<file path="src/rtl/slice_add_sequencer.sv">
// ---------------------------------------------------------------------------
// slice_add_sequencer
//
// Performs a WIDTH-bit addition (in_a + in_b + in_cin) using an external
// SLICE-bit combinational adder, one slice per clock, least-significant
// slice first. The carry ripples between slices through an internal carry
// register.
//
// Sequence: IDLE (accept operands) -> RUN (NSLICE cycles) -> DONE (hold
// the result until the consumer takes it) -> IDLE.
//
// Ports
//   clk        : clock, all state updates on the rising edge
//   rst_n      : asynchronous active-low reset
//   in_valid   : operand pair offered
//   in_ready   : block can accept operands (IDLE and not in reset)
//   in_a/in_b  : WIDTH-bit operands
//   in_cin     : carry-in of the full-width add
//   add_a/b    : operand slice presented to the external adder
//   add_cin    : carry-in presented to the external adder
//   add_sum    : sum returned by the external adder (combinational)
//   add_cout   : carry-out returned by the external adder (combinational)
//   out_valid  : result available
//   out_ready  : consumer accepts the result
//   out_sum    : assembled WIDTH-bit sum
//   out_cout   : final carry-out
// ---------------------------------------------------------------------------
module slice_add_sequencer #(
  parameter int WIDTH = 32,
  parameter int SLICE = 8
) (
  input  logic             clk,
  input  logic             rst_n,
  input  logic             in_valid,
  output logic             in_ready,
  input  logic [WIDTH-1:0] in_a,
  input  logic [WIDTH-1:0] in_b,
  input  logic             in_cin,
  output logic [SLICE-1:0] add_a,
  output logic [SLICE-1:0] add_b,
  output logic             add_cin,
  input  logic [SLICE-1:0] add_sum,
  input  logic             add_cout,
  output logic             out_valid,
  input  logic             out_ready,
  output logic [WIDTH-1:0] out_sum,
  output logic             out_cout
);

  localparam int NSLICE = WIDTH / SLICE;
  // Keep the index at least one bit wide so NSLICE == 1 still elaborates.
  localparam int IDX_W = (NSLICE > 1) ? $clog2(NSLICE) : 1;
  localparam logic [IDX_W-1:0] IDX_LAST = IDX_W'(NSLICE - 1);

  if ((SLICE < 1) || ((WIDTH % SLICE) != 0)) begin : g_bad_param
    $error("slice_add_sequencer: WIDTH must be a positive multiple of SLICE");
  end

  typedef enum logic [1:0] {
    IDLE = 2'd0,
    RUN  = 2'd1,
    DONE = 2'd2
  } state_t;

  state_t             state_q, state_d;
  logic [IDX_W-1:0]   idx_q,   idx_d;
  logic               carry_q, carry_d;
  logic [WIDTH-1:0]   a_q,     a_d;
  logic [WIDTH-1:0]   b_q,     b_d;
  logic [WIDTH-1:0]   sum_q,   sum_d;
  logic               cout_q,  cout_d;

  // Bit offset of the slice currently being processed.
  int unsigned        base;

  assign base = int'(idx_q) * SLICE;

  // Held low during reset so no operand can be taken while the block is
  // being cleared.
  assign in_ready  = (state_q == IDLE) && rst_n;
  assign out_valid = (state_q == DONE);
  assign out_sum   = sum_q;
  assign out_cout  = cout_q;

  always_comb begin
    state_d = state_q;
    idx_d   = idx_q;
    carry_d = carry_q;
    a_d     = a_q;
    b_d     = b_q;
    sum_d   = sum_q;
    cout_d  = cout_q;
    add_a   = '0;
    add_b   = '0;
    add_cin = 1'b0;

    unique case (state_q)
      IDLE: begin
        if (in_valid && in_ready) begin
          a_d     = in_a;
          b_d     = in_b;
          carry_d = in_cin;
          idx_d   = '0;
          state_d = RUN;
        end
      end

      RUN: begin
        add_a   = a_q[base +: SLICE];
        add_b   = b_q[base +: SLICE];
        add_cin = carry_q;
        // Previous result slices stay visible until overwritten here.
        sum_d[base +: SLICE] = add_sum;
        carry_d = add_cout;
        if (idx_q == IDX_LAST) begin
          cout_d  = add_cout;
          idx_d   = '0;
          state_d = DONE;
        end else begin
          idx_d = idx_q + IDX_W'(1);
        end
      end

      DONE: begin
        if (out_ready) begin
          state_d = IDLE;
        end
      end

      default: begin
        state_d = IDLE;
      end
    endcase
  end

  always_ff @(posedge clk or negedge rst_n) begin
    if (!rst_n) begin
      state_q <= IDLE;
      idx_q   <= '0;
      carry_q <= 1'b0;
      a_q     <= '0;
      b_q     <= '0;
      sum_q   <= '0;
      cout_q  <= 1'b0;
    end else begin
      state_q <= state_d;
      idx_q   <= idx_d;
      carry_q <= carry_d;
      a_q     <= a_d;
      b_q     <= b_d;
      sum_q   <= sum_d;
      cout_q  <= cout_d;
    end
  end

endmodule

</file>
<file path="config.mk">
export PLATFORM = sky130hd
export DESIGN_NAME = slice_add_sequencer
export DESIGN_NICKNAME = d
export VERILOG_FILES = /design/src/rtl/slice_add_sequencer.sv
export SDC_FILE = /design/constraint.sdc
export NUM_CORES = 1
export LEC_CHECK = 0
export ABC_CLOCK_PERIOD_IN_PS = 6400
export CAP_MARGIN = 20
export CORE_MARGIN = 4
export CORE_UTILIZATION = 50
export DETAILED_ROUTE_END_ITERATION = 10
export PLACE_DENSITY = 0.88
export SYNTH_ARGS = -nofsm -noshare
export SYNTH_HDL_FRONTEND = slang
export SYNTH_SLANG_ARGS = --single-unit
export TNS_END_PERCENT = 10
</file>
<file path="constraint.sdc">
create_clock -name clk -period 6.4 [get_ports clk]
set_clock_uncertainty 0.05 [all_clocks]
set_input_delay 0.96 -clock clk [delete_from_list [all_inputs] [get_ports clk]]
set_output_delay 0.96 -clock clk [all_outputs]
set_load 0.1 [all_outputs]
</file>
==> results of run 1 <==
==> final cells by class <==
class,instances,area (sq um)
fillers,623,2670
flip-flops and latches,102,2550
multi-input cells,165,1810
repair buffers,132,1310
clock buffers,10,138
well taps,108,135
clock inverters,6,51.3
inverters,3,11.3
==> flip-flops by register name (all words and copies together) (netlist names) <==
signal    flops
idx_q         2
state_q       2
carry_q       1
out_cout      1
a_q          32
out_sum      32
b_q          32
==> placed cells by master (no fill, tap or decap), types with 2 or more instances in the layout <==
cell and instances:
sky130_fd_sc_hd__a22o_1 32, sky130_fd_sc_hd__and2_1 17, sky130_fd_sc_hd__buf_4 4, sky130_fd_sc_hd__clkbuf_8 10
sky130_fd_sc_hd__clkdlybuf4s50_1 128, sky130_fd_sc_hd__clkinv_4 2, sky130_fd_sc_hd__dfrtp_1 102, sky130_fd_sc_hd__ha_1 6
sky130_fd_sc_hd__inv_1 2, sky130_fd_sc_hd__inv_6 2, sky130_fd_sc_hd__mux2_1 40, sky130_fd_sc_hd__mux2_2 25
sky130_fd_sc_hd__mux4_2 16, sky130_fd_sc_hd__nand2_1 7, sky130_fd_sc_hd__nor4b_4 3, sky130_fd_sc_hd__o21ai_0 2
sky130_fd_sc_hd__o31ai_1 2
==> worst register-to-register path, stage by stage (launching register included) <==
cell	delay (ns)
sky130_fd_sc_hd__dfrtp_1	0.95
sky130_fd_sc_hd__inv_1	0.24
sky130_fd_sc_hd__ha_1	0.32
sky130_fd_sc_hd__or3b_1	0.41
sky130_fd_sc_hd__nor4b_4	0.49
sky130_fd_sc_hd__a22o_1	0.22
==> cell families (layout without fill, tap and decap cells) <==
family	after synthesis	count (layout)	synth area share (%)
compound gates	39	39	7.32
fa+ha+maj	6	6	1.69
flops	102	102	57.5
buf+inv	16	151	1.89
mux	81	81	24.6
simple gates	39	39	7.04
==> metrics by stage <==
| stage | worst slack, ns | std cells |
|---|---|---|
| after global placement | 2.55 | 510 |
| final | 2.21 | 526 |
| after detailed placement | 2.49 | 510 |
| after global routing | 2.05 | 526 |
| after CTS | 2.16 | 526 |
| after floorplan | 2.25 | 283 |
==> layer usage <==
layer | global-route usage [%] | up-vias | wire length [um]
met5 | 0 | - | 0
met4 | 6.46 | 0 | 126
met3 | 3.34 | 10 | 621
met2 | 33.1 | 95 | 4970
met1 | 26.0 | 1503 | 4200
li1 | - | 1320 | -
==> path summary, 6_finish.rpt <==
path                           from  slack [ns]           to  cells past startpoint
min in group asynchronous     rst_n        0.54  out_sum[15]                      1
min                          b_q[5]        0.44       b_q[5]                      1
max in group asynchronous     rst_n        4.61      b_q[22]                      2
max                        idx_q[0]        2.21     add_b[7]                      4
max reg2reg                idx_q[1]        3.66  out_sum[22]                      5
min reg2reg                  b_q[5]        0.44       b_q[5]                      1
==> reports/results.ini, run 1 <==
[outcome]
status=complete, no violations

[timing]
final_hold_viol_count=0
slew-limit-headroom_pct=34.0
finalCriticalPeriod_ns=4.19
min_period_over_period_pct=65.5
hold_ws_ns=0.437
timing.fmax_mhz=239
final.setup.tns_ns=0
timing.final.setup_violations=0
unrepaired_setup_endpoints_after_global_routing=no
timing.final.max_slew_violations=0
tightest_slew_ns=0.986

[cts]
clkLatencyLatePin_ns=0.36
worst_setup_hold_path_clk_slew_ns=0.10
tritoncts.num_buffers=9
tritoncts=built
cts_hold_buf=0
cts_num_sinks=102
clockBufferDepth=2
cts_setup_buffers=0
cts_root_buf=sky130_fd_sc_hd__clkbuf_8
post_cts_resize_count=0
htreeDepth=3

[global_routing]
grt_max_degree=68
antenna_violations_before_repair=0
grt-ovfl-total=0
grt_pass1_vias=3160
track_usage_pct=19.6
grt_first_pass_wirelength_um=15800

[logic_synthesis]
yosys-top-cells-count=sky130_fd_sc_hd__dfrtp_1, sky130_fd_sc_hd__mux2_1, sky130_fd_sc_hd__a22o_1
synth.net_count=367
post_synth_edffs=0
postSynthAreaPerCell_sq_um=15.7
yosysMostFrequentCell=sky130_fd_sc_hd__dfrtp_1
synth_top_flop_cell=sky130_fd_sc_hd__dfrtp_1
synth.lib_cells_used.distinct=32
synthDominantCellAreaShare_pct=57.5
synthTopCellsByArea=sky130_fd_sc_hd__dfrtp_1, sky130_fd_sc_hd__mux2_1, sky130_fd_sc_hd__mux4_2
ys_seq_area_share_pct=57.5
async_flop_share_pct=100
ys_warn_count=0
syn_area_sq_um=4440
post-synth-top-area-cell=sky130_fd_sc_hd__dfrtp_1
yosys_register_bits=102
netlist_instances=283

[floorplanning]
die_width_um=102
die_height_um=102
die_area_sq_um=10500
floorplan.initialDensity_pct=51.2
core_area_sq_um=8680
io-pin-count=130
rows=34

[placed_design]
dp.final_hpwl_um=7170
placer_s_final_routability_congestion_estimate=0.759
postPlaceCellArea_sq_um=5820
numPortBuffers=129

[detailed_routing]
via_density_per_instance=5.57
drtAntennaViolNets=0
drtPass1Iterations=4
route.detailed.wl_per_inst_um=18.9
first_iter_violations=90
detail_route.drc_violations=0
vias=2928
wire_length_reported_by_the_detailed_router_um=9920

[worst_setup_path]
required_ns=5.39
cp_cell_sequence=buf_4 > mux4_2 > and2_1 > clkdlybuf4s50_1
top_cell_family_by_delay_on_the_critical_path=buffers and inverters
worstPathBufferInverterCount=2
worstPathMaxFanout=14
worst_setup_path_start_kind=flop
critPathCaptureType=output port
worstPathArrival_ns=3.18
cp_slowest_stage_delay_ns=0.96
critPathKind=reg -> out
timing.critical_path.slowest_stage_cell=sky130_fd_sc_hd__clkdlybuf4s50_1

[job]
max_cap_viol_count=0

[finish]
area_of_all_placed_cells_without_fillers_sq_um=6010
finalCoreUtilization_pct=69.3
drive_above_1_share_pct=16.5
area_delta_synth_final_pct=35.3
number_of_antenna_repair_diodes=0
finalNetCount=497

[min_path]
timing.hold.worst.class=reg -> reg

Power of run 1 is not shown: default switching activity piles up to over one toggle a cycle in this logic, so the estimate is an artifact.
==> run 2, diff against run 1 <==
Settings changed: ABC_CLOCK_PERIOD_IN_PS 6400 to 3900, CORE_UTILIZATION 50 to 47, PLACE_DENSITY 0.88 to 0.83.
Clock period 6.4 ns to 3.9 ns, I/O delays scaled along.
==> reports/results.ini, run 2 (same netlist as run 1, synthesis figures left out) <==
[worst_setup_path]
worst_setup_path_start_kind=flop
top_cell_family_by_delay_on_the_critical_path=buffers and inverters
cp_slowest_stage_delay_ns=1.13  ; +0.17 ns
crit-reg2reg-capture=out_sum[17]
required_ns=3.26  ; -2.13 ns
crit_start=state_q[0]
critPathKind=reg -> out
regToRegStartpoint=idx_q[0]
critical_path_cell_count=3  ; -1
worstPathArrival_ns=2.21  ; -0.97 ns
critPathCapture=out_valid
worstPathMaxFanout=7  ; -7
critPathCaptureType=output port
reg2reg_slack_ns=1.55  ; -2.11 ns
rr_worst_depth=6  ; +1
timing.critical_path.slowest_stage_cell=sky130_fd_sc_hd__clkdlybuf4s50_1
cp_cell_sequence=nand2b_1 > inv_1 > clkdlybuf4s50_1
worstPathBufferInverterCount=2  ; unchanged

[timing]
tightest_slew_ns=0.986  ; +0.000122 ns
timing.fmax_mhz=351
unrepaired_setup_endpoints_after_global_routing=no
min_period_over_period_pct=73.1
finalCriticalPeriod_ns=2.85
timing.final.setup_violations=0  ; unchanged
final.setup.tns_ns=0  ; unchanged
final_hold_viol_count=0  ; unchanged
timing.final.max_slew_violations=0  ; unchanged
slew-limit-headroom_pct=34.0  ; about the same

[min_path]
timing.hold.worst.class=in -> async

[finish]
seq_area_sq_um=2550  ; unchanged
number_of_antenna_repair_diodes=0  ; unchanged
mostFrequentLayoutCell=sky130_fd_sc_hd__clkdlybuf4s50_1
multi_input_comb_area_sq_um=1810  ; unchanged
finalNetCount=498  ; +0.20%
drive_above_1_share_pct=20.8  ; +4.3 points
fillCellCount=692  ; +11%
area_delta_synth_final_pct=35.2
layout_common_cells=sky130_fd_sc_hd__clkdlybuf4s50_1, sky130_fd_sc_hd__dfrtp_1, sky130_fd_sc_hd__mux2_1

[detailed_routing]
vias=2909  ; -0.65%
first_iter_violations=115  ; +28%
detail_route.drc_violations=0  ; unchanged
wire_length_reported_by_the_detailed_router_um=9800  ; -1.2%
route.detailed.wl_per_inst_um=17.9  ; -5.2%
drtAntennaViolNets=0  ; unchanged
drtPass1Iterations=5  ; +1
via_density_per_instance=5.31  ; -4.6%

[global_routing]
antenna_violations_before_repair=0  ; unchanged
grt-ovfl-total=0  ; unchanged
grt_pass1_vias=3121  ; -1.2%
track_usage_pct=18.2  ; -1.4 points
grt_max_degree=68  ; unchanged
grt_first_pass_wirelength_um=15900  ; +0.48%

[outcome]
status=complete, no violations

[placed_design]
placer_s_final_routability_congestion_estimate=0.768  ; +1.2%
numPortBuffers=129  ; unchanged
dp.final_hpwl_um=7060  ; -1.5%

[cts]
worst_setup_hold_path_clk_slew_ns=0.10  ; about the same
cts_num_sinks=102  ; unchanged
clkLatencyLatePin_ns=0.35  ; about the same
clockBufferDepth=2  ; unchanged
post_cts_resize_count=0  ; unchanged
cts_setup_buffers=0  ; unchanged
cts_hold_buf=0  ; unchanged
tritoncts=built
tritoncts.num_buffers=9  ; unchanged
cts_root_buf=sky130_fd_sc_hd__clkbuf_8
htreeDepth=3  ; unchanged

[floorplanning]
die_width_um=105  ; +2.9%
die_height_um=105  ; +2.9%
core_area_sq_um=9240  ; +6.5%
floorplan.initialDensity_pct=48.1  ; -3.1 points
rows=35  ; +2.9%
io-pin-count=130  ; unchanged
die_area_sq_um=11100  ; +5.9%

[job]
max_cap_viol_count=0  ; unchanged

-- run 2: worst register-to-register path, cell delays in order, from the launching register on --
cell and delay (ns):
sky130_fd_sc_hd__dfrtp_1 0.33, sky130_fd_sc_hd__buf_4 0.38, sky130_fd_sc_hd__inv_2 0.15, sky130_fd_sc_hd__ha_1 0.29, sky130_fd_sc_hd__or3b_1 0.40, sky130_fd_sc_hd__nor4b_4 0.48
sky130_fd_sc_hd__a22o_1 0.22
-- run 2: area by class of cell --
class	count	area share, %
Tap cell	129	2.69
Inverter	3	0.188
Sequential cell	102	42.5
Multi-Input combinational cell	165	30.2
Timing Repair Buffer	133	21.4
Clock inverter	6	0.875
Clock buffer	10	2.13
-- run 2: worst min path at each step --
stage | from | endpoint | slack (ns) | depth (start not counted)
3_5_place_dp | b_q[31] | b_q[31] | 0.42 | 1
3_3_place_gp | b_q[16] | b_q[16] | 0.41 | 1
4_1_cts | rst_n | carry_q | 0.22 | 1
2_1_floorplan | rst_n | a_q[0] | 0.24 | 0
6_report | rst_n | carry_q | 0.19 | 1
5_1_grt | rst_n | carry_q | 0.24 | 1
-- run 2: metal layers --
| metal | track usage [%] | share of wire [%] |
|---|---|---|
| met4 | 5.44 | 1.4 |
| met3 | 4.90 | 6.2 |
| met5 | 0 | 0 |
| met1 | 23.0 | 42 |
| met2 | 30.6 | 50 |
-- run 2: through the flow --
stage          hold slack (ns)  utilization [%]  std cells  cell area (sq um)  setup slack (ns)
2_1_floorplan            0.239                -        283               4440             0.498
3_3_place_gp             0.413             63.0        532               5820              1.43
3_5_place_dp             0.421             63.0        532               5820              1.35
4_1_cts                  0.217             65.0        548               6000              1.02
5_1_grt                  0.235             65.0        548               6000             0.907
6_report                 0.194             65.0        548               6000              1.05
Power of run 2 is left out for the same reason.
==> run 3, diff against run 2 <==
Settings changed: ABC_CLOCK_PERIOD_IN_PS 3900 to 2570, CORE_UTILIZATION 47 to 43, PLACE_DENSITY 0.83 to 0.81.
Clock period 3.9 ns to 2.57 ns, I/O delays scaled along.
==> reports/results.ini, run 3 (same netlist as run 1, synthesis figures left out) <==
[timing]
timing.final.setup_violations=0  ; unchanged
timing.fmax_mhz=420
min_period_over_period_pct=92.7
final_hold_viol_count=0  ; unchanged
finalCriticalPeriod_ns=2.38
tightest_slew_ns=0.576  ; -0.411 ns
slew-limit-headroom_pct=61.6  ; +28 points
timing.final.max_slew_violations=0  ; unchanged
final.setup.tns_ns=0  ; unchanged
unrepaired_setup_endpoints_after_global_routing=no

[finish]
mostFrequentLayoutCell=sky130_fd_sc_hd__dfrtp_1
number_of_antenna_repair_diodes=0  ; unchanged
multi_input_comb_area_sq_um=1820  ; +0.28%
seq_area_sq_um=2550  ; unchanged
area_delta_synth_final_pct=40.5
finalNetCount=502  ; +0.80%
layout_common_cells=sky130_fd_sc_hd__dfrtp_1, sky130_fd_sc_hd__clkdlybuf4s50_1, sky130_fd_sc_hd__mux2_1
fillCellCount=763  ; +10%
drive_above_1_share_pct=29.8  ; +9.0 points

[floorplanning]
die_area_sq_um=12000  ; +8.6%
die_width_um=110  ; +4.2%
floorplan.initialDensity_pct=44.8  ; -3.2 points
die_height_um=110  ; +4.2%
core_area_sq_um=9910  ; +7.2%
io-pin-count=130  ; unchanged
rows=36  ; +2.9%

[worst_setup_path]
worstPathArrival_ns=1.95  ; -0.26 ns
worst_setup_path_start_kind=flop
critPathKind=reg -> out
cp_cell_sequence=buf_4 > mux4_2 > and2_1 > buf_12
required_ns=2.13  ; -1.13 ns
worstPathMaxFanout=15  ; +8
critPathCaptureType=output port
worstPathBufferInverterCount=2  ; unchanged
top_cell_family_by_delay_on_the_critical_path=multiplexers
cp_slowest_stage_delay_ns=0.54  ; -0.59 ns
timing.critical_path.slowest_stage_cell=sky130_fd_sc_hd__mux4_2

[cts]
worst_setup_hold_path_clk_slew_ns=0.10  ; about the same
cts_num_sinks=102  ; unchanged
cts_setup_buffers=0  ; unchanged
clockBufferDepth=2  ; unchanged
cts_root_buf=sky130_fd_sc_hd__clkbuf_8
tritoncts.num_buffers=9  ; unchanged
clkLatencyLatePin_ns=0.35  ; about the same
tritoncts=built
htreeDepth=3  ; unchanged

[detailed_routing]
route.detailed.wl_per_inst_um=18.1  ; +1.2%
via_density_per_instance=5.24  ; -1.4%
route.met3.wl_um=539  ; -11%
top_layer_used=met4
first_iter_violations=102  ; -11%
vias=2911  ; +0.069%
drtPass1Iterations=4  ; -1
dr_wl_met2_um=5010  ; +1.3%
detail_route.drc_violations=0  ; unchanged
wire_length_reported_by_the_detailed_router_um=10100  ; +2.7%
wirelength_met1_um=4350  ; +5.9%
drtAntennaViolNets=0  ; unchanged

[placed_design]
numPortBuffers=129  ; unchanged
placer_s_final_routability_congestion_estimate=0.762  ; -0.73%
dp.final_hpwl_um=7270  ; +3.1%

[outcome]
status=complete, no violations

[global_routing]
grt_max_degree=83  ; +22%
grt-ovfl-total=0  ; unchanged
antenna_violations_before_repair=0  ; unchanged
grt_pass1_vias=3181  ; +1.9%
grt_first_pass_wirelength_um=16300  ; +2.3%
track_usage_pct=17.7  ; -0.47 points

[job]
max_cap_viol_count=0  ; unchanged

[min_path]
timing.hold.worst.class=in -> async

[run 3: cell count changes in the layout (fill, tap and decap cells not counted), sizes merged]
cell           change
buf               +37
dlygate4sd3        +1
clkbuf             -1
inv                +1
clkinvlp           -1
clkdlybuf4s50     -34
bufinv             +1
[run 3: final timing paths]
kind / startpoint / endpoint / slack [ns] / cells after the start
worst max-delay path: idx_q[0] / add_b[7] / 0.19 / 4
worst min-delay path: rst_n / a_q[9] / 0.40 / 2
worst max register to register: idx_q[0] / out_sum[19] / 0.45 / 6
worst min register to register: b_q[16] / b_q[16] / 0.44 / 1
max in group asynchronous: rst_n / b_q[25] / 0.99 / 4
min in group clk: b_q[16] / b_q[16] / 0.44 / 1
[run 3: layout make-up]
class	instances	area share (%)
clock inverter	7	1.38
multi-input combinational	165	29.1
inverter	3	0.180
sequential	102	40.9
timing repair buffer	137	23.8
clock buffer	9	1.98
tap	133	2.67
[run 3: metal layers]
layer,up-vias,track usage [%]
li1,1324,-
met1,1495,23.2
met2,82,29.6
met3,10,3.58
met4,0,5.61
met5,-,0
[run 3: worst reg2reg max path, stage by stage, from the launching register on]
cell	delay, ns
sky130_fd_sc_hd__dfrtp_1	0.35
sky130_fd_sc_hd__buf_4	0.20
sky130_fd_sc_hd__inv_2	0.10
sky130_fd_sc_hd__ha_1	0.27
sky130_fd_sc_hd__or3b_1	0.41
sky130_fd_sc_hd__nor4b_4	0.47
sky130_fd_sc_hd__a22o_1	0.21
[run 3: timing repair]
item                      CTS  global route
gates resized for setup     0             0
hold endpoints to repair   20             0
hold buffers                1             0
[run 3: through the flow]
stage          hold slack, ns  instances  utilization (%)  cell area [sq um]  setup slack [ns]
2_1_floorplan          0.0399        283                -               4450             0.404
3_3_place_gp            0.243        538             60.6               6000             0.520
3_5_place_dp            0.248        538             60.6               6000             0.475
4_1_cts                 0.406        555             62.8               6220             0.131
5_1_grt                 0.418        556             63.0               6240            0.0644
6_report                0.404        556             63.0               6240             0.188
Power of run 3 is left out for the same reason.
